**src/rtl/if_stage.sv**
```systemverilog
// if_stage: instruction fetch with single-outstanding imem handshake,
// stall hold buffer and jump squash, feeding a registered word to decode.
module if_stage #(
  parameter int ARQ    = 16,
  parameter int ADDR_W = 13
) (
  input  logic              clk,
  input  logic              rst,
  input  logic              pc_en,
  input  logic              jenable,
  input  logic [ADDR_W-1:0] jaddr,
  output logic              imem_req,
  output logic [ADDR_W-1:0] imem_addr,
  input  logic [ARQ-1:0]    imem_rdata,
  input  logic              imem_ack,
  output logic [ARQ-1:0]    instr,
  output logic              instr_valid,
  output logic [ADDR_W-1:0] pc_out
);

  typedef enum logic [1:0] {IDLE, FETCH, SQUASH, HOLD} state_t;

  state_t            state, state_n;
  logic [ADDR_W-1:0] pc, pc_n, pc_inc, addr_n, pc_out_n, hold_addr, hold_addr_n;
  logic [ARQ-1:0]    instr_n, hold_data, hold_data_n;
  logic              req_n, valid_n;

  assign pc_inc = pc + ADDR_W'(1);

  always_ff @(posedge clk or negedge rst) begin
    if (!rst) begin
      state       <= IDLE;
      pc          <= '0;
      imem_req    <= 1'b0;
      imem_addr   <= '0;
      instr       <= '0;
      instr_valid <= 1'b0;
      pc_out      <= '0;
      hold_data   <= '0;
      hold_addr   <= '0;
    end else begin
      state       <= state_n;
      pc          <= pc_n;
      imem_req    <= req_n;
      imem_addr   <= addr_n;
      instr       <= instr_n;
      instr_valid <= valid_n;
      pc_out      <= pc_out_n;
      hold_data   <= hold_data_n;
      hold_addr   <= hold_addr_n;
    end
  end

  // In FETCH pc always equals imem_addr; in SQUASH pc is the pending jump target.
  always_comb begin
    state_n     = state;
    pc_n        = pc;
    req_n       = imem_req;
    addr_n      = imem_addr;
    instr_n     = instr;
    valid_n     = instr_valid;
    pc_out_n    = pc_out;
    hold_data_n = hold_data;
    hold_addr_n = hold_addr;
    case (state)
      IDLE: begin
        state_n = FETCH;
        req_n   = 1'b1;
        pc_n    = jenable ? jaddr : pc;
        addr_n  = jenable ? jaddr : pc;
      end
      FETCH: begin
        if (jenable) begin
          pc_n    = jaddr;
          instr_n = '0;
          valid_n = 1'b0;
          addr_n  = imem_ack ? jaddr : imem_addr;
          state_n = imem_ack ? FETCH : SQUASH;
        end else if (imem_ack && pc_en) begin
          instr_n  = imem_rdata;
          pc_out_n = imem_addr;
          valid_n  = 1'b1;
          pc_n     = pc_inc;
          addr_n   = pc_inc;
        end else if (imem_ack) begin
          hold_data_n = imem_rdata;
          hold_addr_n = imem_addr;
          req_n       = 1'b0;
          state_n     = HOLD;
        end else if (pc_en) begin
          valid_n = 1'b0;
        end
      end
      SQUASH: begin
        if (jenable) begin
          pc_n    = jaddr;
          instr_n = '0;
          valid_n = 1'b0;
        end
        if (imem_ack) begin
          addr_n  = jenable ? jaddr : pc;
          state_n = FETCH;
        end
      end
      HOLD: begin
        if (jenable) begin
          pc_n        = jaddr;
          instr_n     = '0;
          valid_n     = 1'b0;
          hold_data_n = '0;
          hold_addr_n = '0;
          req_n       = 1'b1;
          addr_n      = jaddr;
          state_n     = FETCH;
        end else if (pc_en) begin
          instr_n  = hold_data;
          valid_n  = 1'b1;
          pc_out_n = hold_addr;
          pc_n     = pc_inc;
          req_n    = 1'b1;
          addr_n   = pc_inc;
          state_n  = FETCH;
        end
      end
      default: state_n = IDLE;
    endcase
  end

endmodule

```
**config.mk**
```make
export PLATFORM = sky130hd
export DESIGN_NAME = if_stage
export DESIGN_NICKNAME = d
export VERILOG_FILES = /design/src/rtl/if_stage.sv
export SDC_FILE = /design/constraint.sdc
export NUM_CORES = 1
export LEC_CHECK = 0
export CAP_MARGIN = 20
export CORE_MARGIN = 2
export CORE_UTILIZATION = 50
export DETAILED_ROUTE_END_ITERATION = 12
export PLACE_DENSITY = 0.77
export SLEW_MARGIN = 20
export SYNTH_ARGS = -nofsm -noshare
export SYNTH_HDL_FRONTEND = slang
export SYNTH_SLANG_ARGS = --single-unit
```
**constraint.sdc**
```tcl
create_clock -name clk -period 2.9 [get_ports clk]
set_input_delay 0.87 -clock clk [delete_from_list [all_inputs] [get_ports clk]]
set_output_delay 0.87 -clock clk [all_outputs]
set_load 0.02 [all_outputs]
```
==> out/metrics.cfg <==
[status]
status=finished clean

[worst_setup_path]
crit_arrival_ns=2.72
path_buf_inv=2
max_stage_delay_ns=0.52
worstPathRequired_ns=3.18
critPathTopFamily=simple AND/OR/NAND/NOR gates
worstPathMaxFanout=11
crit_chain=clkdlybuf4s50_1 -> buf_4 -> nand4b_1 -> nor3_4 -> or4b_1 -> nand3_1
crit_path_start_kind=input pin
cp-end-kind=flop
crit_type=in2reg
slowest_stage=clkdlybuf4s50_1

[power_and_ir_drop]
finalPower_w=0.003908
p_per_area_nw_per_um2=736.0
power_frac_seq_pct=46.8
combinationalPowerShare_pct=33.2
p_leak_nw=2.316
p_int_w=0.002509
netSwitchingPower_w=0.001399
power.share.clock_pct=20.0
irDropWorstVdd_mv=0.3349
swShare_pct=35.80

[synthesis]
synth_top_family_by_area=compound AO/OA/AOI/OAI gates
synth_edf_count=0
netlist_top_cells_area=dfrtp_1, nand2_1, o21ai_0
synth_xor_area_share_pct=1.880
yosys.area.top_type=dfrtp_1
synth_mux_area_share_pct=5.670
syn_avg_cell_area_um2=9.464
netlist.area_leader.share_pct=52.52
yosysMostFrequentCell=nand2_1
ys_async_sr_fraction_pct=100.0
synthesis.yosys.warnings=0
yosysSeqAreaShare_pct=52.52
synth_area_um2=4193
synth_flop_cell=dfrtp_1
synth-simple-area-share_pct=17.28
synthAdderAreaFrac_pct=0.2984
syn-num-nets=478
synth_common_cells=nand2_1, dfrtp_1, o21ai_0
synth.distinct_cells=50
synth-compound-area-share_pct=18.38
synthCells=443
synth-seq-cells=88

[clock_network]
hold_buffers=0
cts_setup_buffers=0
cts_tree=yes
cts-root-buf=clkbuf_8
clk_latency_ns=0.35
h-tree-depth=3
cts_buffers=9
cts_buffer_depth=2
cts_sinks=88
ctsResizeCount=0
clk_pin_slew_ns=0.08

[grt]
grt_max_degree=59
antenna_found_initial=0
overflow=0
grt_pass1_wl_mm=15.25
track_usage_pct=21.24
grt_pass1_vias=3244

[placed_design]
gp_congestion=0.8289
dp_hpwl_mm=6.426
preCtsSetupSlack_ns=-0.03773
port_buffers=77

[timing]
finalCritPeriodShare_pct=83.98
relSlewSlack_pct=54.77
setup_slack_ns=0.4645
fin_setup_tns_ns=0
drv_slew=0
hold_viol_final=0
finalClockSkew_ns=0.01257
tightestPinTransition_ns=0.6784
fin_crit_ns=2.435
setup_viol=0
rsz0062_at_grt=false
max_freq_mhz=410.6

[detailed_routing]
drc=0
avgViaCountPerCell=5.467
wirelength_mm=9.083
drtAntennaViolNets=0
vias=3406
drt_iter0_markers=157
wl_per_cell_um=14.58
dr.pass1.iters=4

[floorplan]
dieArea_um2=9134
die_y_um=95.57
start_util_pct=51.29
core-area_um2=8175
io_pins=78
chipWidth_um=95.57
fp-row-count=33

[layout]
final_core_util_pct=64.95
syn2layout_area_growth_pct=26.65
insertedDiodeCount=0
drive_gt1_share_pct=9.459
finalNetCount=548

[hold_path]
hp-class=reg2reg

[run]
max_cap_viol_count=0

## worst register-to-register path, stage by stage (launching register included)
cell and delay [ns]:
dfrtp_1 0.64, buf_4 0.29, nand4b_1 0.17, nor3_4 0.29, or4b_1 0.48, nand3_1 0.09
## worst paths after layout
path | end | cells after the start | slack, ns | from
worst max-delay path | pc[12] | 6 | 0.46 | jenable
worst min-delay path | hold_addr[7] | 2 | 0.48 | hold_addr[7]
worst max register to register | pc[12] | 5 | 0.88 | state[0]
worst min register to register | hold_addr[7] | 2 | 0.48 | hold_addr[7]
max in group asynchronous | hold_data[15] | 2 | 1.71 | rst
min in group asynchronous | pc[2] | 1 | 0.53 | rst
## per-stage QoR
| stage | hold WS (ns) | cell area [um^2] | instances |
|---|---|---|---|
| detailed placement | 0.4691 | 5102 | 606 |
| global placement | 0.4605 | 5102 | 606 |
| finish | 0.4842 | 5310 | 623 |
| global route | 0.5016 | 5310 | 623 |
| CTS | 0.4895 | 5280 | 622 |
| floorplan | 0.4492 | 4193 | 443 |
## area by class of cell
type                       instances  area (um^2)
timing repair buffer              92        938.4
clock inverter                     6        50.05
tap                              105        131.4
clock buffer                      10        127.6
fill                             674         2865
sequential                        88         2202
inverter                           4        15.01
multi-input combinational        318         1846
## logic make-up (layout without fill, tap and decap cells)
family | count (synthesis) | in the layout
and+or+nand+nor | 158 | 158
AOI/OAI and AO/OA | 127 | 127
DFF | 88 | 88
buffers and inverters | 37 | 112
muxes | 23 | 23
xor gates and xnor gates | 9 | 9
adders and majority gates | 1 | 1
## power groups by stage
| stage | registers, W | logic [W] | clock network, W |
|---|---|---|---|
| floorplan | 0.00199 | 0.000565 | 0 |
| global placement | 0.00184 | 0.00127 | 0 |
| detailed placement | 0.00186 | 0.00130 | 0 |
| CTS | 0.00183 | 0.00130 | 0.000800 |
| global route | 0.00188 | 0.00144 | 0.000847 |
| finish | 0.00183 | 0.00130 | 0.000782 |
## sequential cells by signal, summed over array words and instances, names as in the netlist, 2 cells and up
register,flops
pc,13
hold_addr,13
hold_data,16
imem_addr,13
instr,16
pc_out,13
state,2
## cell usage in the layout, fill, tap and decap left out, types with 6 or more instances in the layout
master           count
buf_4               12
nor2_1              25
mux2i_1             17
a22oi_1             16
o21ai_0             55
nand3_1              6
dfrtp_1             88
nand2_1             96
clkbuf_8             9
xnor2_1              7
nor3_1               8
o31ai_1              8
a21oi_1             22
mux2_2               6
clkdlybuf4s50_1     76
## layer usage
metal,up-vias,wire length [um],global-route usage [%]
li1,1693,-,-
met1,1611,4122,29.59
met2,90,4362,32.75
met3,12,451,4.111
met4,0,147,8.571
met5,-,0,0
(Power assumes the default switching activity.)
